## src/rtl/seg_display_pkg.sv

```systemverilog
// Shared types and constants for the seven-segment display scanner.
package seg_display_pkg;

  // Scan FSM states
  typedef enum logic [1:0] {
    ST_IDLE  = 2'd0,
    ST_BLANK = 2'd1,
    ST_SHOW  = 2'd2
  } state_e;

  // All segments dark (active-low drive)
  localparam logic [6:0] SEG_OFF = 7'h7F;

  // Smallest width able to hold values 0..n-1, never less than one bit
  function automatic int clog2(input int n);
    int w;
    w = 0;
    while ((1 << w) < n) begin
      w = w + 1;
    end
    return (w < 1) ? 1 : w;
  endfunction

  // All-anodes-off pattern for a display of the given width (up to 8 digits)
  function automatic logic [7:0] an_off(input int digits);
    logic [7:0] r;
    r = 8'h00;
    for (int i = 0; i < 8; i++) begin
      if (i < digits) begin
        r[i] = 1'b1;
      end else begin
        r[i] = 1'b0;
      end
    end
    return r;
  endfunction

endpackage

```

## src/rtl/seg_display_scanner_if.sv

```systemverilog
// Value/control inputs and pin-side outputs of the display scanner.
interface seg_display_scanner_if #(
  parameter int DIGITS = 4
);
  logic                  enable;
  logic                  load;
  logic [4*DIGITS-1:0]   value;
  logic [DIGITS-1:0]     dp_in;
  logic                  lz_blank_en;
  logic [6:0]            seg_n;
  logic                  dp_n;
  logic [DIGITS-1:0]     an_n;
  logic                  frame_done;

  modport master (
    output enable, load, value, dp_in, lz_blank_en,
    input  seg_n, dp_n, an_n, frame_done
  );

  modport slave (
    input  enable, load, value, dp_in, lz_blank_en,
    output seg_n, dp_n, an_n, frame_done
  );
endinterface

```

## src/rtl/seg_display_scanner_decoder.sv

```systemverilog
// Hex nibble to active-low seven-segment pattern, bit order {g,f,e,d,c,b,a}.
module SevenSegDecoder (
  input  logic [3:0] i_nibble,
  output logic [6:0] o_seg_n
);

  // Glyph lookup for 0-9 and A-F
  always_comb begin
    case (i_nibble)
      4'h0:    o_seg_n = 7'h40;
      4'h1:    o_seg_n = 7'h79;
      4'h2:    o_seg_n = 7'h24;
      4'h3:    o_seg_n = 7'h30;
      4'h4:    o_seg_n = 7'h19;
      4'h5:    o_seg_n = 7'h12;
      4'h6:    o_seg_n = 7'h02;
      4'h7:    o_seg_n = 7'h78;
      4'h8:    o_seg_n = 7'h00;
      4'h9:    o_seg_n = 7'h10;
      4'hA:    o_seg_n = 7'h08;
      4'hB:    o_seg_n = 7'h03;
      4'hC:    o_seg_n = 7'h46;
      4'hD:    o_seg_n = 7'h21;
      4'hE:    o_seg_n = 7'h06;
      4'hF:    o_seg_n = 7'h0E;
      default: o_seg_n = 7'h7F;
    endcase
  end

endmodule

```

## src/rtl/seg_display_scanner.sv

```systemverilog
// Time-multiplexed seven-segment scanner: blank gap per slot, leading-zero
// suppression, and a shadow register so each frame shows one coherent value.
module seg_display_scanner
  import seg_display_pkg::*;
#(
  parameter int DIGITS   = 4,
  parameter int PRESCALE = 50000,
  parameter int BLANK    = 8
) (
  input  logic                  clk,
  input  logic                  rst_n,
  seg_display_scanner_if.slave  bus
);

  localparam int                CNT_W     = clog2(PRESCALE);
  localparam int                IDX_W     = clog2(DIGITS);
  localparam logic [CNT_W-1:0]  CNT_ZERO  = CNT_W'(0);
  localparam logic [CNT_W-1:0]  CNT_ONE   = CNT_W'(1);
  localparam logic [CNT_W-1:0]  BLANK_END = CNT_W'(BLANK - 1);
  localparam logic [CNT_W-1:0]  SLOT_END  = CNT_W'(PRESCALE - 1);
  localparam logic [IDX_W-1:0]  IDX_ZERO  = IDX_W'(0);
  localparam logic [IDX_W-1:0]  IDX_ONE   = IDX_W'(1);
  localparam logic [IDX_W-1:0]  IDX_LAST  = IDX_W'(DIGITS - 1);
  localparam logic [7:0]        AN_OFF8   = an_off(DIGITS);
  localparam logic [DIGITS-1:0] AN_OFF    = AN_OFF8[DIGITS-1:0];

  state_e              r_state,      w_state_nxt;
  logic [IDX_W-1:0]    r_idx,        w_idx_nxt;
  logic [CNT_W-1:0]    r_cnt,        w_cnt_nxt;
  logic [4*DIGITS-1:0] r_pend_val,   w_pend_val_nxt;
  logic [DIGITS-1:0]   r_pend_dp,    w_pend_dp_nxt;
  logic                r_pend_valid, w_pend_valid_nxt;
  logic [4*DIGITS-1:0] r_act_val,    w_act_val_nxt;
  logic [DIGITS-1:0]   r_act_dp,     w_act_dp_nxt;
  logic [6:0]          r_seg_n,      w_seg_n_nxt;
  logic                r_dp_n,       w_dp_n_nxt;
  logic [DIGITS-1:0]   r_an_n,       w_an_n_nxt;
  logic                r_frame_done, w_frame_done_nxt;

  logic                w_take;
  logic [4*DIGITS-1:0] w_upper;
  logic                w_suppress;
  logic [6:0]          w_seg_dec;

  // Digits idx and above; the low nibble is the digit being scanned
  assign w_upper    = r_act_val >> {r_idx, 2'b00};
  assign w_suppress = bus.lz_blank_en && (r_idx != IDX_ZERO) && (w_upper == '0);

  SevenSegDecoder u_dec (
    .i_nibble (w_upper[3:0]),
    .o_seg_n  (w_seg_dec)
  );

  // Scan FSM next state and next registered pin values
  always_comb begin
    w_state_nxt      = r_state;
    w_idx_nxt        = r_idx;
    w_cnt_nxt        = r_cnt;
    w_seg_n_nxt      = SEG_OFF;
    w_dp_n_nxt       = 1'b1;
    w_an_n_nxt       = AN_OFF;
    w_frame_done_nxt = 1'b0;
    w_take           = 1'b0;
    if (!bus.enable) begin
      w_state_nxt = ST_IDLE;
      w_idx_nxt   = IDX_ZERO;
      w_cnt_nxt   = CNT_ZERO;
    end else begin
      case (r_state)
        ST_IDLE: begin
          w_state_nxt = ST_BLANK;
          w_idx_nxt   = IDX_ZERO;
          w_cnt_nxt   = CNT_ZERO;
          w_take      = 1'b1;
        end
        ST_BLANK: begin
          w_cnt_nxt = r_cnt + CNT_ONE;
          if (r_cnt == BLANK_END) begin
            w_state_nxt = ST_SHOW;
          end else begin
            w_state_nxt = ST_BLANK;
          end
        end
        ST_SHOW: begin
          if (!w_suppress) begin
            w_seg_n_nxt = w_seg_dec;
            w_dp_n_nxt  = ~r_act_dp[r_idx];
            w_an_n_nxt  = ~({{(DIGITS-1){1'b0}}, 1'b1} << r_idx);
          end else begin
            w_seg_n_nxt = SEG_OFF;
          end
          if (r_cnt == SLOT_END) begin
            w_state_nxt = ST_BLANK;
            w_cnt_nxt   = CNT_ZERO;
            if (r_idx == IDX_LAST) begin
              w_idx_nxt        = IDX_ZERO;
              w_frame_done_nxt = 1'b1;
              w_take           = 1'b1;
            end else begin
              w_idx_nxt = r_idx + IDX_ONE;
            end
          end else begin
            w_cnt_nxt = r_cnt + CNT_ONE;
          end
        end
        default: begin
          w_state_nxt = ST_IDLE;
          w_idx_nxt   = IDX_ZERO;
          w_cnt_nxt   = CNT_ZERO;
        end
      endcase
    end
  end

  // Shadow capture and frame-boundary transfer; a load coinciding with the
  // transfer goes straight to the active copy so nothing is left pending
  always_comb begin
    w_pend_val_nxt   = r_pend_val;
    w_pend_dp_nxt    = r_pend_dp;
    w_pend_valid_nxt = r_pend_valid;
    w_act_val_nxt    = r_act_val;
    w_act_dp_nxt     = r_act_dp;
    if (bus.load) begin
      w_pend_val_nxt   = bus.value;
      w_pend_dp_nxt    = bus.dp_in;
      w_pend_valid_nxt = 1'b1;
    end else begin
      w_pend_valid_nxt = r_pend_valid;
    end
    if (w_take) begin
      if (bus.load) begin
        w_act_val_nxt    = bus.value;
        w_act_dp_nxt     = bus.dp_in;
        w_pend_valid_nxt = 1'b0;
      end else if (r_pend_valid) begin
        w_act_val_nxt    = r_pend_val;
        w_act_dp_nxt     = r_pend_dp;
        w_pend_valid_nxt = 1'b0;
      end else begin
        w_act_val_nxt = r_act_val;
      end
    end else begin
      w_act_val_nxt = r_act_val;
    end
  end

  // State, shadow/active copies and pin registers
  always_ff @(posedge clk or negedge rst_n) begin
    if (!rst_n) begin
      r_state      <= ST_IDLE;
      r_idx        <= IDX_ZERO;
      r_cnt        <= CNT_ZERO;
      r_pend_val   <= '0;
      r_pend_dp    <= '0;
      r_pend_valid <= 1'b0;
      r_act_val    <= '0;
      r_act_dp     <= '0;
      r_seg_n      <= SEG_OFF;
      r_dp_n       <= 1'b1;
      r_an_n       <= AN_OFF;
      r_frame_done <= 1'b0;
    end else begin
      r_state      <= w_state_nxt;
      r_idx        <= w_idx_nxt;
      r_cnt        <= w_cnt_nxt;
      r_pend_val   <= w_pend_val_nxt;
      r_pend_dp    <= w_pend_dp_nxt;
      r_pend_valid <= w_pend_valid_nxt;
      r_act_val    <= w_act_val_nxt;
      r_act_dp     <= w_act_dp_nxt;
      r_seg_n      <= w_seg_n_nxt;
      r_dp_n       <= w_dp_n_nxt;
      r_an_n       <= w_an_n_nxt;
      r_frame_done <= w_frame_done_nxt;
    end
  end

  assign bus.seg_n      = r_seg_n;
  assign bus.dp_n       = r_dp_n;
  assign bus.an_n       = r_an_n;
  assign bus.frame_done = r_frame_done;

endmodule

```

## src/flat_wrapper.sv

```systemverilog
// flat-port wrapper written by rule: the top's interface ports become plain ports
module seg_display_scanner_flat import seg_display_pkg::*;
#(
  parameter int DIGITS   = 4,
  parameter int PRESCALE = 50000,
  parameter int BLANK    = 8
)
  (clk, rst_n, bus_enable, bus_load, bus_value, bus_dp_in, bus_lz_blank_en, bus_seg_n, bus_dp_n, bus_an_n, bus_frame_done);
  seg_display_scanner_if #(.DIGITS(DIGITS)) bus_i ();
  input  logic clk;
  input  logic rst_n;
  input wire logic [$bits(bus_i.enable)-1:0] bus_enable;
  input wire logic [$bits(bus_i.load)-1:0] bus_load;
  input wire logic [$bits(bus_i.value)-1:0] bus_value;
  input wire logic [$bits(bus_i.dp_in)-1:0] bus_dp_in;
  input wire logic [$bits(bus_i.lz_blank_en)-1:0] bus_lz_blank_en;
  output wire logic [$bits(bus_i.seg_n)-1:0] bus_seg_n;
  output wire logic [$bits(bus_i.dp_n)-1:0] bus_dp_n;
  output wire logic [$bits(bus_i.an_n)-1:0] bus_an_n;
  output wire logic [$bits(bus_i.frame_done)-1:0] bus_frame_done;
  assign bus_i.enable = bus_enable;
  assign bus_i.load = bus_load;
  assign bus_i.value = bus_value;
  assign bus_i.dp_in = bus_dp_in;
  assign bus_i.lz_blank_en = bus_lz_blank_en;
  assign bus_seg_n = bus_i.seg_n;
  assign bus_dp_n = bus_i.dp_n;
  assign bus_an_n = bus_i.an_n;
  assign bus_frame_done = bus_i.frame_done;
  seg_display_scanner #(.DIGITS(DIGITS), .PRESCALE(PRESCALE), .BLANK(BLANK)) u_core (.clk(clk), .rst_n(rst_n), .bus(bus_i));
endmodule
```

## config.mk

```make
export PLATFORM = sky130hd
export DESIGN_NAME = seg_display_scanner_flat
export DESIGN_NICKNAME = d
export VERILOG_FILES = /design/src/rtl/seg_display_pkg.sv /design/src/rtl/seg_display_scanner_if.sv /design/src/rtl/seg_display_scanner_decoder.sv /design/src/rtl/seg_display_scanner.sv /design/src/flat_wrapper.sv
export SDC_FILE = /design/constraint.sdc
export NUM_CORES = 1
export LEC_CHECK = 0
export ABC_CLOCK_PERIOD_IN_PS = 3700
export BUFFER_PORTS_ARGS = -buffer_cell sky130_fd_sc_hd__clkbuf_2
export CAP_MARGIN = 20
export CORE_MARGIN = 5
export CORE_UTILIZATION = 50
export DETAILED_ROUTE_END_ITERATION = 6
export PLACE_DENSITY = 0.76
export SETUP_SLACK_MARGIN = 0.1
export SYNTH_ARGS = -nofsm -noshare
export SYNTH_HDL_FRONTEND = slang
export SYNTH_HIERARCHICAL = 1
export SYNTH_SLANG_ARGS = --single-unit
```

## constraint.sdc

```tcl
create_clock -name clk -period 3.7 [get_ports clk]
set_input_delay 0.74 -clock clk [delete_from_list [all_inputs] [get_ports clk]]
set_output_delay 0.74 -clock clk [all_outputs]
set_load 0.1 [all_outputs]
```

### Word-level counts from Yosys, hierarchy flattened

Memory sizes are Yosys's and may differ from the RTL's.
Index checks and enable logic that the tools add are counted.

| cells by class | value |
|---|---|
| $add $sub $neg | 2 |
| order comparisons | 1 |
| eq/ne operators | 7 |
| shift operators | 2 |
| muxes and demuxes | 36 |
| bitwise logic cells | 2 |
| reduce and logical (&&, ||, !) cells | 8 |

Operators with widths:

| cell | count |
|---|---|
| $mux W16 | 4 |
| $pmux W16 S2 | 1 |
| $mux W7 | 3 |
| $mux W4 | 5 |
| $add A16 B1 Y16 const B | 1 |
| $eq A16 B16 Y1 const B | 1 |
| $eq A16 B3 Y1 const B | 1 |
| $logic_not A16 Y1 | 1 |
| $shr A16 B4 Y16 | 1 |
| $mux W1 | 13 |
| $mux W2 | 6 |
| $pmux W2 S3 | 1 |
| $eq A2 B2 Y1 const B | 2 |
| $not A4 Y4 | 1 |
| $pmux W2 S2 | 1 |
| $reduce_and A2 Y1 | 2 |
| $reduce_bool A2 Y1 | 2 |
| $shl A1 B2 Y4 const A | 1 |
| $lt A2 B3 Y1 const B | 1 |
| $ne A3 B2 Y1 const B | 1 |
| $add A2 B1 Y2 const B | 1 |
| $bmux W1 S2 | 1 |
| $eq A2 B1 Y1 const B | 1 |
| $logic_and A1 B1 Y1 | 2 |
| 4 further kinds | 4 |

| word-level totals | value |
|---|---|
| bits in registers | 74 |
| bits in read-only memories | 112 |
| input port bits | 25 |
| output and inout bits | 13 |
| word-level logic and storage cells | 71 |
| memories kept | 1 |

Memory list:

| name | depth | bits a word | read ports | clocked after memory_dff | write ports | RTL line | text |
|---|---|---|---|---|---|---|---|
| (name not given) | 16 | 7 | 1 | 0 | 0 | seg_display_scanner_decoder.sv:9 | `case (i_nibble)` |

### Longest topological paths before layout

| depth | value |
|---|---|
| depth after elaboration | 6 |
| depth in mapped cells | 9 |
| mapped depth without buffers | 8 |

### By module

Netlist, hierarchy kept.

By module, submodules not included:

| module | times used | cells an instance | area each (sq um) | sequential area each (sq um) |
|---|---|---|---|---|
| seg_display_scanner | 1 | 260 | 3,345.7 | 1,866.8 |
| SevenSegDecoder | 1 | 33 | 274.0 | 0.0 |

### Worst setup path before layout

No wires, ideal clock.

| timing | value |
|---|---|
| kind | input to register |
| start | input port bus_enable |
| end | register u_core.r_act_val[1] |
| setup time | 0.125 ns |
| data arrival time | 2.157 ns |
| required time | 3.575 ns |
| slack | 1.419 ns |
| stages on the path | 7 |
| path buffers | 3 |
| path through | buf_2 > and2_1 > buf_2 > nand4_1 > o31ai_1 > buf_2 > mux2_2 |

| between the ends | value |
|---|---|
| longest elaborated chain between the ends | 2 |

Ends and longest elaborated chain:

| element | RTL line | text |
|---|---|---|
| start: declaration | flat_wrapper.sv:12 | `input wire logic [$bits(bus_i.enable)-1:0] bus_enable;` |
| $mux W1 | seg_display_scanner.sv:64 | `if (!bus.enable) begin` |
| $reduce_and A2 Y1 (no line) | n/a |  |
| end signal: assignment | seg_display_scanner.sv:169 | `r_act_val <= w_act_val_nxt;` |
| end: declaration | seg_display_scanner.sv:33 | `logic [4*DIGITS-1:0] r_act_val, w_act_val_nxt;` |

Every way passes these cells.
A chain may end at the register's enable or synchronous reset.

### Worst setup path in the final report

| timing | value |
|---|---|
| start | register u_core.r_idx[0] |
| end | register u_core.r_seg_n[3] (netlist: u_core/bus.seg_n[3]) |

| between the ends | value |
|---|---|
| elaborated cells on any way between the ends | 9 |
| classes of those cells | shift (1); mux (3); reduce/logical (4); memory (1) |

RTL lines:

| element | RTL line | text |
|---|---|---|
| start: declaration | seg_display_scanner.sv:28 | `logic [IDX_W-1:0] r_idx, w_idx_nxt;` |
| start signal: assignment | seg_display_scanner.sv:164 | `r_idx <= w_idx_nxt;` |
| $shr A16 B4 Y16 | seg_display_scanner.sv:46 | `assign w_upper = r_act_val >> {r_idx, 2'b00};` |
| named net u_core.w_upper[0] | seg_display_scanner.sv:41 | `logic [4*DIGITS-1:0] w_upper;` |
| $mem_v2 Z16 W7 | n/a |  |
| named net u_core.w_seg_dec[3] | seg_display_scanner.sv:43 | `logic [6:0] w_seg_dec;` |
| $mux W7 | seg_display_scanner.sv:85 | `if (!w_suppress) begin` |
| $mux W7 | seg_display_scanner.sv:69 | `case (r_state)` |
| $mux W7 | seg_display_scanner.sv:64 |  |
| named net u_core.w_seg_n_nxt[3] | seg_display_scanner.sv:35 | `logic [6:0] r_seg_n, w_seg_n_nxt;` |
| end signal: assignment | seg_display_scanner.sv:171 | `r_seg_n <= w_seg_n_nxt;` |
| end: declaration | seg_display_scanner.sv:35 |  |

The timed path passes the listed nets, and every way through them passes these cells.

==> run summary <==
For this design, the CTS-stage hold fixing added 0 buffers. The flow ran to the end, and the final reports show no timing, DRC or antenna violations. For this run, the top clock speed supported by timing is 385 MHz. The insertion delay of the later-clocked pin in the worst-skew pair is 0.35 ns. The worst-path maximum fanout came out at 13.

After detailed placement, the design holds a cell count of 420. The number of design rule violations left after detail routing is 0. The floorplan die area came out at 0.00904 mm2. In this run the critical register-to-register path is launched from u_core/r_idx[0]. Dividing total power by cell area gives a power density of 462 mW/mm2. The post-detailed-route count of antenna-violating nets is 0. The count of buffers from port buffering is 37. The combined global-route utilization of all metal layers is 16.3%. The critical path goes through mux4_1, inv_1, ha_1, inv_1, mux4_1, nor2_1, nand2_2.

The final-layout setup total negative slack came out at 0 ns. 0 antenna diodes ended up in the layout. The delay of the slowest critical-path stage came out at 0.76 ns.

The final core area utilization came out at 57.3%. Across the routed clock network, the largest skew measured is 0.00925 ns. The post-synthesis instance area came out at 0.00362 mm2. The total I/O pin count came out at 38. In the synthesized netlist the async set-or-reset flop fraction comes to 100%. The pin count of the biggest net entering global routing came out at 30.

The final cell count without fillers is 436. IR analysis of the VDD net gives a maximum drop of 380 uV. The vertical die dimension came out at 95.1 um. The clock tree buffer depth came out at 2.

Setup violations remaining at the end of the flow were counted as 0. The via count of the first global-routing pass is 2427. The worst register-to-register path ends at u_core/bus.seg_n[3]. The effective utilization at floorplan came out at 50.7%. The slew at the pin closest to its max-slew limit is 0.698 ns. Routability-driven placement finished with a final weighted congestion of 0.843. The worst setup path is launched from a register.

The site row count is 31. The required time reported for the critical path endpoint came out at 3.97 ns. The clock transition at the registers of the reported paths is 0.09 ns. The detailed-route vias per instance is 5.42. The post-layout minimum cycle time came out at 2.60 ns. In this run the register-to-register setup slack is 1.10 ns. The first detailed-routing pass took 4 iterations. The most used flip-flop cell after synthesis is sky130_fd_sc_hd__dfrtp_1. Max-cap violations in this run came to 0.

The arrival time reported for the critical path endpoint is 2.87 ns. The routed wire length is 6570 um. The average wire per standard cell came out at 15.1 um. In this run, synthesis inferred 0 flip-flops with an integrated enable.

The relative slew slack is 53.3%. The class of the tightest hold or removal check is input pin to async pin. The net count of the mapped netlist is 334.

The half-perimeter wire length of the detailed placement result is 4720 um. The max-slew violation count came out at 0. The global-route wire length before repair came out at 11400 um. The initial antenna violation count came out at 0. The kind of end point of the critical path is a register. Yosys mapped the design onto 46 distinct sky130hd cell types. The number of gates resized after CTS was 0. The post-synthesis average cell area came out at 12.4 um2. Summed over all cells, the static leakage comes to 1.71 nW. The final net count is 373. The critical path in this run is classified as register to register.

The routed layout has 2362 vias. The number of warnings issued by yosys is 6. The final period utilization is 70.2%. The hold violation total from the final report came out at 0. The number of DRC violations after detailed-routing iteration 0 is 132.

The critical path's slowest cell is sky130_fd_sc_hd__mux4_1. CTS saw 74 sinks. The overall die width came out at 95.1 um. In the layout the commonest cells are 62 x sky130_fd_sc_hd__dfrtp_1, 36 x sky130_fd_sc_hd__clkbuf_2, 33 x sky130_fd_sc_hd__nor2_1. The placeable core region is 0.00714 mm2. The number of cells on the worst reg-to-reg path is 7. The instance count of the mapped netlist is 293.

The total grt overflow is 0. The post-route netlist has 31.8% of its cells at a drive strength greater than 1. The power consumption came out at 0.00189 W. Counting the buffers created by CTS gives 9. TritonCTS built the clock tree. The number of fill cells came out at 631. Setup repair after global routing left no endpoint under its margin. The tree is rooted in a sky130_fd_sc_hd__clkbuf_8. The H-tree level count came out at 3. After clock tree synthesis, the setup repair step added 0 buffers. Leaving out fill and tap cells, the most frequent cell in the layout is sky130_fd_sc_hd__dfrtp_1. Relative to the synthesized area, the layout overhead comes to 12.9%. The sequential element share of the synthesized area came out at 51.6%. The count of state elements after synthesis is 74.
[report_power, final]
| group | internal [W] | switching [W] |
|---|---|---|
| registers | 0.000888 | 0.0000525 |
| logic | 0.000145 | 0.000147 |
| clock network | 0.000323 | 0.000334 |
| total | 0.00136 | 0.000533 |
[final cells by class]
| cell class | count | area [um2] | share of cell area (%) |
|---|---|---|---|
| Clock inverter | 7 | 82.6 | 2.02 |
| Inverter | 14 | 52.6 | 1.29 |
| Timing Repair Buffer | 40 | 208 | 5.08 |
| Clock buffer | 9 | 124 | 3.03 |
| Sequential cell | 74 | 1870 | 45.7 |
| Tap cell | 99 | 124 | 3.03 |
| Multi-Input combinational cell | 193 | 1630 | 39.9 |
[synthesized netlist by cell type (all sizes together) (2+ instances only)]
library cell | n | share of area, %
a211oi | 2 | 0.41
a41oi | 2 | 0.48
and4 | 2 | 0.48
buf | 11 | 2.0
dfrtp | 62 | 43
dfstp | 12 | 8.7
ha | 16 | 5.5
inv | 14 | 1.5
mux2 | 41 | 13
mux2i | 4 | 1.1
mux4 | 6 | 4.3
nand2 | 18 | 2.4
nand2b | 2 | 0.35
nand3 | 11 | 1.9
nand4 | 7 | 1.2
nor2 | 33 | 3.4
nor3 | 4 | 0.55
nor4 | 8 | 1.6
nor4b | 2 | 0.48
o211ai | 5 | 1.2
o21ai | 2 | 0.28
o31ai | 2 | 0.41
o41ai | 2 | 0.48
xnor2 | 12 | 2.9
xor2 | 2 | 0.48
[worst max-delay path by stage]
stage | cells past startpoint | slack, ns | endpoint | startpoint
floorplan | 7 | 1.42 | u_core/r_act_val[1] | bus_enable
global placement | 7 | 1.25 | u_core/bus.seg_n[3] | u_core/r_idx[0]
detailed placement | 7 | 1.12 | u_core/bus.seg_n[3] | u_core/r_idx[0]
CTS | 7 | 1.12 | u_core/bus.seg_n[3] | u_core/r_idx[0]
global route | 7 | 0.94 | u_core/bus.seg_n[3] | u_core/r_idx[0]
finish | 7 | 1.10 | u_core/bus.seg_n[3] | u_core/r_idx[0]
[flip-flops by register name (all words and copies together), names as in the netlist]
| name | flops |
|---|---|
| u_core/r_pend_valid | 1 |
| u_core/bus.frame_done | 1 |
| u_core/r_idx | 2 |
| u_core/bus.an_n | 4 |
| u_core/r_pend_dp | 4 |
| u_core/r_cnt | 16 |
| u_core/r_act_val | 16 |
| u_core/r_act_dp | 4 |
| u_core/r_pend_val | 16 |
| u_core/bus.seg_n | 7 |
| u_core/bus.dp_n | 1 |
| u_core/r_state | 2 |
[worst max-delay path: cells and delay by family (launching register included)]
family	cells	cell delay, ns
simple gates	2	0.21
mux	2	1.26
fa+ha+maj	1	0.15
flops	1	0.65
buf+inv	2	0.24
[metal layers]
layer / GRT usage (%) / up-vias / routed length, um
li1: - / 1119 / -
met3: 4.26 / 15 / 250
met2: 24.0 / 52 / 2970
met5: 0 / - / 0
met4: 7.45 / 0 / 140
met1: 22.6 / 1176 / 3200
[per-stage QoR]
step / setup slack [ns] / hold slack [ns] / area [um2]
final: 1.10 / 0.340 / 4090
after global routing: 0.941 / 0.358 / 4090
after CTS: 1.12 / 0.344 / 4090
after detailed placement: 1.12 / 0.476 / 3880
after global placement: 1.25 / 0.465 / 3880
after floorplan: 1.42 / 0.444 / 3620
[cells by family (layout without fill, tap and decap cells)]
| logic type | Yosys count | after routing | synth area share [%] |
|---|---|---|---|
| buffers and inverters | 26 | 70 | 3.56 |
| flip-flops | 74 | 74 | 51.6 |
| XOR/XNOR | 14 | 14 | 3.39 |
| adder cells (fa/ha/maj) | 16 | 16 | 5.53 |
| multiplexers | 51 | 51 | 18.2 |
| AO/OA/AOI/OAI | 21 | 21 | 4.63 |
| AND/OR/NAND/NOR | 91 | 91 | 13.1 |
No activity file was read; power rests on OpenSTA's default activity.
